$ cat config.mk
export PLATFORM = sky130hd
export DESIGN_NAME = display_scan_ctrl
export DESIGN_NICKNAME = d
export VERILOG_FILES = /design/src/rtl/display_pkg.sv /design/src/rtl/scan_next_sel.sv /design/src/rtl/display_scan_ctrl.sv
export SDC_FILE = /design/constraint.sdc
export NUM_CORES = 1
export LEC_CHECK = 0
export BUFFER_PORTS_ARGS = -buffer_cell sky130_fd_sc_hd__buf_4
export CAP_MARGIN = 20
export CELL_PAD_IN_SITES_DETAIL_PLACEMENT = 2
export CELL_PAD_IN_SITES_GLOBAL_PLACEMENT = 2
export CORE_ASPECT_RATIO = 1.75
export CORE_MARGIN = 4
export CORE_UTILIZATION = 32
export DETAILED_ROUTE_END_ITERATION = 8
export PLACE_DENSITY_LB_ADDON = 0.1
export REMOVE_ABC_BUFFERS = 1
export SKIP_LAST_GASP = 1
export SYNTH_ARGS = -nofsm -noshare
export SYNTH_HDL_FRONTEND = slang
export SYNTH_HIERARCHICAL = 1
export SYNTH_SLANG_ARGS = --single-unit
$ cat constraint.sdc
create_clock -name CLK_12 -period 6.65 [get_ports CLK_12]
set_input_delay 0.3325 -clock CLK_12 [delete_from_list [all_inputs] [get_ports CLK_12]]
set_output_delay 0.3325 -clock CLK_12 [all_outputs]
set_load 0.01 [all_outputs]
$ cat src/rtl/display_pkg.sv
// Shared constants and helpers for the seven-segment display blocks.
package display_pkg;

    localparam int DEF_NUM_DIGITS = 6;
    localparam int DEF_SEG_W      = 8;

    // Segment level driven on every line while a digit is blanked.
    localparam logic SEG_BLANK_BIT = 1'b0;

    // Map a logical "anode on" to the pin level for the board's polarity.
    function automatic logic an_level(input logic active, input logic active_low);
        return active ^ active_low;
    endfunction

endpackage

$ cat src/rtl/scan_next_sel.sv
// Circular priority search for the next enabled digit after the current one.
module scan_next_sel
    import display_pkg::*;
#(
    parameter int NUM_DIGITS = DEF_NUM_DIGITS,
    parameter int SEL_W      = 3
) (
    input  logic [SEL_W-1:0]      sel,
    input  logic [NUM_DIGITS-1:0] digit_mask,
    output logic [SEL_W-1:0]      next_sel,
    output logic                  wrapped
);

    int               idx;
    logic [SEL_W-1:0] cand;
    logic             found;

    // Search sel+1 .. sel+NUM_DIGITS so a lone enabled digit finds itself last.
    always_comb begin
        next_sel = sel;
        wrapped  = 1'b0;
        found    = 1'b0;
        idx      = 0;
        cand     = '0;
        for (int i = 1; i <= NUM_DIGITS; i++) begin
            idx  = (int'(sel) + i) % NUM_DIGITS;
            cand = SEL_W'(idx);
            if (!found && digit_mask[cand]) begin
                found    = 1'b1;
                next_sel = cand;
                wrapped  = (idx <= int'(sel));
            end
        end
    end

endmodule

$ cat src/rtl/display_scan_ctrl.sv
// Time-multiplexed digit scan controller: slot prescaler, masked digit walk,
// anode decode with leading blanking guard, and frame marker.
module display_scan_ctrl
    import display_pkg::*;
#(
    parameter int NUM_DIGITS    = DEF_NUM_DIGITS,
    parameter int SEL_W         = 3,
    parameter int SEG_W         = DEF_SEG_W,
    parameter int PRESCALE      = 128,
    parameter int BLANK_CYCLES  = 8,
    parameter bit AN_ACTIVE_LOW = 1'b1
) (
    input  logic                        CLK_12,
    input  logic                        CR,
    input  logic                        en,
    input  logic [NUM_DIGITS-1:0]       digit_mask,
    input  logic [NUM_DIGITS*SEG_W-1:0] seg_in,
    output logic [SEL_W-1:0]            sel,
    output logic [NUM_DIGITS-1:0]       an,
    output logic [SEG_W-1:0]            seg_out,
    output logic                        frame_start
);

    localparam int                    PCNT_W     = (PRESCALE > 1) ? $clog2(PRESCALE) : 1;
    localparam logic [PCNT_W-1:0]     PCNT_LAST  = PCNT_W'(PRESCALE - 1);
    localparam logic [PCNT_W-1:0]     PCNT_BLANK = PCNT_W'(BLANK_CYCLES);
    localparam logic [NUM_DIGITS-1:0] AN_OFF     = {NUM_DIGITS{AN_ACTIVE_LOW}};

    logic [PCNT_W-1:0]     pcnt_q, pcnt_d;
    logic [SEL_W-1:0]      sel_d, search_sel;
    logic                  search_wrapped, boundary, lit, fs_d;
    logic [NUM_DIGITS-1:0] an_d;
    logic [SEG_W-1:0]      seg_d;

    scan_next_sel #(
        .NUM_DIGITS (NUM_DIGITS),
        .SEL_W      (SEL_W)
    ) u_next_sel (
        .sel        (sel),
        .digit_mask (digit_mask),
        .next_sel   (search_sel),
        .wrapped    (search_wrapped)
    );

    // Outputs are computed from next-state values so sel, an and seg_out stay aligned.
    always_comb begin
        boundary = en && (pcnt_q == PCNT_LAST);
        pcnt_d   = pcnt_q;
        sel_d    = sel;
        fs_d     = 1'b0;
        if (boundary) begin
            pcnt_d = '0;
            if (|digit_mask) begin
                sel_d = search_sel;
                fs_d  = search_wrapped;
            end
        end else if (en) begin
            pcnt_d = pcnt_q + 1'b1;
        end

        lit  = en && digit_mask[sel_d] && (pcnt_d >= PCNT_BLANK);
        an_d = AN_OFF;
        for (int i = 0; i < NUM_DIGITS; i++) begin
            an_d[i] = an_level(lit && (sel_d == SEL_W'(i)), AN_ACTIVE_LOW);
        end
        seg_d = lit ? seg_in[sel_d*SEG_W +: SEG_W] : {SEG_W{SEG_BLANK_BIT}};
    end

    always_ff @(posedge CLK_12) begin
        if (CR) begin
            pcnt_q      <= '0;
            sel         <= '0;
            an          <= AN_OFF;
            seg_out     <= {SEG_W{SEG_BLANK_BIT}};
            frame_start <= 1'b0;
        end else begin
            pcnt_q      <= pcnt_d;
            sel         <= sel_d;
            an          <= an_d;
            seg_out     <= seg_d;
            frame_start <= fs_d;
        end
    end

endmodule

* Word-level counts from Yosys, hierarchy flattened
Cells that the tools add are included.
Word-level totals: bits in registers 25, bits in latches 0, memory bits (writable) 0, memory bits (read-only) 0, bits of input ports 57, output and inout bits 18, word-level logic and storage cells 106, memories kept 0
Cells by class: add/subtract/negate cells 7, multipliers 0, divide/modulo/power cells 6, magnitude comparators 14, equality and inequality tests 6, shift-type cells 1, muxes and demuxes 35, bitwise logic cells 9, reductions and logical operators 23
Operator list (count):
- 32-bit by 4-bit <= comparator with 1-bit output | 6
- 32-bit by 4-bit remainder unit with 32-bit output (second input constant) | 6
- 48-bit by 7-bit variable part select with 8-bit output | 1
- 3-bit by 4-bit less-than comparator with 1-bit output (second input constant) | 7
- 3-bit two-way mux | 8
- 1-bit binary-select mux with 3-bit select | 7
- 1-bit two-way mux | 18
- 1-bit logical AND | 14
- 7-bit two-way mux | 2
- 3-bit by 3-bit adder with 4-bit output (second input constant) | 3
- 1-bit inverter | 9
- 3-bit by 2-bit adder with 4-bit output (second input constant) | 2
- 7-bit by 1-bit adder with 7-bit output (second input constant) | 1
- 7-bit equality test (second input constant) | 1
- 7-bit by 4-bit greater-or-equal comparator with 1-bit output (second input constant) | 1
- 3-bit by 2-bit equality test with 1-bit output (second input constant) | 2
- 3-bit equality test (second input constant) | 2
- 6-bit OR reduction | 1
- 1-bit zero test | 5
- 3-bit by 1-bit adder with 4-bit output (second input constant) | 1
- 3-bit by 1-bit equality test with 1-bit output (second input constant) | 1
- 3-bit zero test | 1
- 3-bit OR reduction | 1
- 2-bit OR reduction | 1

* Depth between registers and ports, before layout
word-level depth 28, depth in mapped cells 22, depth with buffers taken out 18

* Modules after synthesis
The synthesis kept the hierarchy.
Modules (own cells, without submodules):
- display_scan_ctrl | instances 1, cells an instance 199, area an instance 1734.2 um2, seq. area each 500.5 um2
- scan_next_sel | instances 1, cells an instance 223, area an instance 1692.9 um2, seq. area each 0.0 um2

* Worst setup path after synthesis
OpenSTA, ideal clock, no wires.
kind reg2reg, from reg sel[0], to reg an[2], setup time 0.127 ns, arrival 5.005 ns, required time 6.523 ns, slack 1.518 ns, cell stages (with the launch flop) 21, path buffers 4, clock period less this slack 5.132 ns, cell sequence dfxtp_1 -> buf_2 -> buf_2 -> inv_1 -> ha_1 -> buf_2 -> inv_1 -> ha_1 -> a21oi_1 -> a211oi_1 -> a211o_1 -> and4_4 -> a221oi_2 -> xnor2_1 -> inv_1 -> or3_1 -> and2_4 -> o2111ai_1 -> a32oi_1 -> buf_4 -> or3_1
On the way: longest elaborated chain between the ends 28, elaborated cells on any way between the ends 54, classes of those cells 6 x add/sub; 6 x div; 1 x eq/ne; 27 x mux; 1 x bitwise; 13 x reduce/logical
Ends and longest elaborated chain:
- start: declaration | line display_scan_ctrl.sv:18 | output logic [SEL_W-1:0] sel,
- start signal: assignment | line display_scan_ctrl.sv:78 | sel <= sel_d;
- 3-bit by 1-bit adder with 4-bit output | line scan_next_sel.sv:26 | idx = (int'(sel) + i) % NUM_DIGITS;
- 32-bit by 4-bit remainder unit with 32-bit output | line scan_next_sel.sv:26
- 1-bit binary-select mux with 3-bit select | line scan_next_sel.sv:28 | if (!found && digit_mask[cand]) begin
- 1-bit two-way mux (implied by the code) | line scan_next_sel.sv:28
- 1-bit two-way mux | line scan_next_sel.sv:28
- 1-bit zero test | line scan_next_sel.sv:28
- 1-bit logical AND | line scan_next_sel.sv:28
- 1-bit two-way mux | line scan_next_sel.sv:28
- [12 not listed]
- net search_sel[0] | line display_scan_ctrl.sv:30 | logic [SEL_W-1:0] sel_d, search_sel;
- 3-bit two-way mux * | line display_scan_ctrl.sv:53 | if (|digit_mask) begin
- 3-bit two-way mux * | line display_scan_ctrl.sv:51 | if (boundary) begin
- 1-bit binary-select mux with 3-bit select | line display_scan_ctrl.sv:61 | lit = en && digit_mask[sel_d] && (pcnt_d >= PCNT_BLANK);
- 1-bit two-way mux (implied by the code) | line display_scan_ctrl.sv:61
- 1-bit logical AND (2 in series) | line display_scan_ctrl.sv:61
- 1-bit logical AND * | line display_scan_ctrl.sv:64 | an_d[i] = an_level(lit && (sel_d == SEL_W'(i)), AN_ACTIVE_LOW);
- 1-bit inverter (no source line) *
- end signal: assignment | line display_scan_ctrl.sv:79 | an <= an_d;
- end: declaration | line display_scan_ctrl.sv:19 | output logic [NUM_DIGITS-1:0] an,
Mark *: on every way through the listed nets, which the timed path passes. The rest lies on a longest branch. The select of a mux whose other input is x is not followed. A chain may end at the register's enable or synchronous reset.

* Final worst setup path
from reg sel[2], to reg an[1]
Same word-level chain as after synthesis.

==> results.cfg <==
[status]
status = finished clean

[logic_synthesis]
synth-seq-cells = 25
syn-cell-area_um2 = 3427
synth_edf_count = 0
yosysTopAreaCell = dfxtp_1
yosysWarnings = 6
async_reset_ff_share_pct = 0
avgSynthCellArea_um2 = 8.121
syn_inst = 422
ys_types = 84
synth_area_leaders = dfxtp_1, ha_1, o21ai_0
yosysSeqAreaShare_pct = 14.60
yosysMostFrequentCell = o21ai_0
synth.top_cell.area_share_pct = 14.60
synth_top_flop_cell = dfxtp_1
synth_common_cells = o21ai_0, ha_1, nor2_1

[worst_setup_path]
start_kind = flop
cp_cell_sequence = inv_1 -> ha_1 -> a21oi_1 -> inv_1 -> ha_1 -> a211oi_1 -> nor4_1 -> o32a_1 -> o21bai_1 -> a221oi_2 -> xnor2_1 -> inv_1 -> or3_1 -> and2_4 -> o2111ai_1 -> a32oi_1 -> buf_4 -> or3_1
setup.worst_path.end = an[1]
rr_worst_depth = 18
crit_path_start = sel[2]
critPathMostFrequentCell = inv_1
cpPeakStageDelay_ns = 0.63
r2r_slack_ns = 1.25
timing.rr.start = sel[2]
critical_path_arrival_ns = 5.55
cp.required_ns = 6.80
path_max_fanout = 13
worstReg2RegEnd = an[1]
endpoint_kind = flop
crit_type = flop to flop
slowest_stage = dfxtp_1

[global_route]
grt_pass1_vias = 4135
grt_pass1_wl_um = 21600
gr-usage-all-layers_pct = 21.76
gr-total-overflow = 0
grt_start_max_net_pins = 27
antenna_found_initial = 0

[power_and_ir_drop]
power.leakage_nw = 1.624
power.density_nw_per_um2 = 89.61
vdd_drop_max_mv = 0.09241

[routing]
vias_per_cell = 6.013
via_count = 3662
first_pass_iters = 4
wl_per_cell_um = 22.03
drc = 0
ant_nets = 0
drt_iter0_markers = 82
drt_wl_total_um = 13410

[layout]
ff_latch_area_um2 = 500.5
fillerInstances = 1203
antenna_cells = 0
design_area_um2 = 4138
multi_input_area_um2 = 2708
area_growth_pct = 20.74
drive_above_1_share_pct = 30.29
fin_util_pct = 39.93
nNetsFinal = 569

[clock_tree]
postCtsSetupBuffers = 0
root_buffer = clkbuf_16
clock-sinks = 25
htreeDepth = 1
path_clk_slew_ns = 0.08
cts.path.max_buffers = 2
clock_latency_ns = 0.28
post_cts_resize_count = 0
cts_tree = built
numCtsBuffers = 3
holdBufCountCts = 0

[sta]
fin_worst_skew_ns = 0.01231
fin_crit_ns = 5.396
period_share_pct = 81.15
worst_pin_slew_ns = 0.9743
slew_violations = 0
rsz0062_at_grt = no
finalHoldViolCount = 0
slew_headroom_pct = 35.04
setup_viol = 0
setup_tns_ns = 0
max_freq_mhz = 185.3

[floorplanning]
ios = 75
start_util_pct = 33.08
die_y_um = 144.9
dieWidth_um = 86.23
core-area_um2 = 10360
row_count = 49
die-area_um2 = 12490

[run]
max_cap_viol_count = 0

[place]
routabilityCongestion = 0.9644
place_area_um2 = 4054
hpwl_um = 11010
placement.io_buffers = 74

[min_path]
hp-class = input pin to flop
[layout by cell type, fill, tap and decap left out, types with 7 or more instances in the layout]
| master | n |
|---|---|
| and3_1 | 11 |
| mux2i_1 | 8 |
| or3_1 | 8 |
| a21boi_0 | 10 |
| a311oi_2 | 8 |
| nor2_1 | 27 |
| ha_1 | 29 |
| buf_4 | 82 |
| o21ai_0 | 34 |
| a211o_1 | 18 |
| a211oi_1 | 7 |
| dfxtp_1 | 25 |
| nor3_1 | 12 |
| a21oi_1 | 14 |
| inv_1 | 16 |
| or3b_2 | 8 |
| nand3_1 | 18 |
| nand2_1 | 24 |
| o21ai_1 | 10 |
[worst min path at each step]
| stage | cells after the start | end | slack, ns | startpoint |
|---|---|---|---|---|
| floorplan | 1 | pcnt_q[4] | 0.40 | CR |
| global placement | 2 | pcnt_q[6] | 0.53 | pcnt_q[6] |
| detailed placement | 2 | pcnt_q[1] | 0.56 | pcnt_q[1] |
| CTS | 2 | pcnt_q[4] | 0.34 | CR |
| global route | 2 | pcnt_q[0] | 0.35 | CR |
| finish | 2 | pcnt_q[4] | 0.33 | CR |
[area by class of cell]
| cell class | count | area share, % |
|---|---|---|
| multi-input cells | 352 | 65.44 |
| repair buffers | 82 | 14.88 |
| flip-flops and latches | 25 | 12.10 |
| well taps | 127 | 3.840 |
| clock buffers | 3 | 1.814 |
| inverters | 19 | 1.724 |
| clock inverters | 1 | 0.2117 |
[worst max-delay path: cells and delay by family (launching register included)]
kind                     cells  cell delay (ns)
AO/OA/AOI/OAI                7             1.83
flip-flops                   1             0.63
XOR/XNOR                     1             0.15
AND/OR/NAND/NOR              4             1.04
buffers and inverters        4             0.76
adder cells (fa/ha/maj)      2             0.84
[through the flow]
| step | std cells | setup WS (ns) | total power, mW | hold WS, ns |
|---|---|---|---|---|
| after CTS | 609 | 1.172 | 0.3747 | 0.3353 |
| after global placement | 605 | 1.379 | 0.2229 | 0.5264 |
| after floorplan | 396 | 1.100 | 0.1859 | 0.4049 |
| after detailed placement | 605 | 1.225 | 0.2255 | 0.5587 |
| final | 609 | 1.254 | 0.3708 | 0.3261 |
| after global routing | 609 | 0.8649 | 0.3835 | 0.3540 |
[cell families (layout without fill, tap and decap cells)]
family,after synthesis,in the layout,synth area share (%)
flip-flops,25,25,14.60
buffers and inverters,45,105,6.389
AO/OA/AOI/OAI,151,151,34.94
adder cells (fa/ha/maj),29,29,10.59
AND/OR/NAND/NOR,148,148,25.41
XOR/XNOR,10,10,3.323
multiplexers,14,14,4.746
[report_power, final]
group          internal (mW)  total [mW]  switching [mW]
Clock                 0.0835       0.149          0.0652
Sequential             0.151       0.152         0.00132
Combinational         0.0388      0.0698          0.0310
Total                  0.273       0.371          0.0975
[layer usage]
metal	track usage (%)	part of all wire (%)
met5	0	0
met4	10.14	4.5
met3	2.326	2.9
met2	43.74	58
met1	20.90	34
[sequential cells by signal, indices dropped and copies added (netlist names)]
register     count
seg_out          8
pcnt_q           7
an               6
sel              3
frame_start      1
Power figures use the tool's default switching activity.
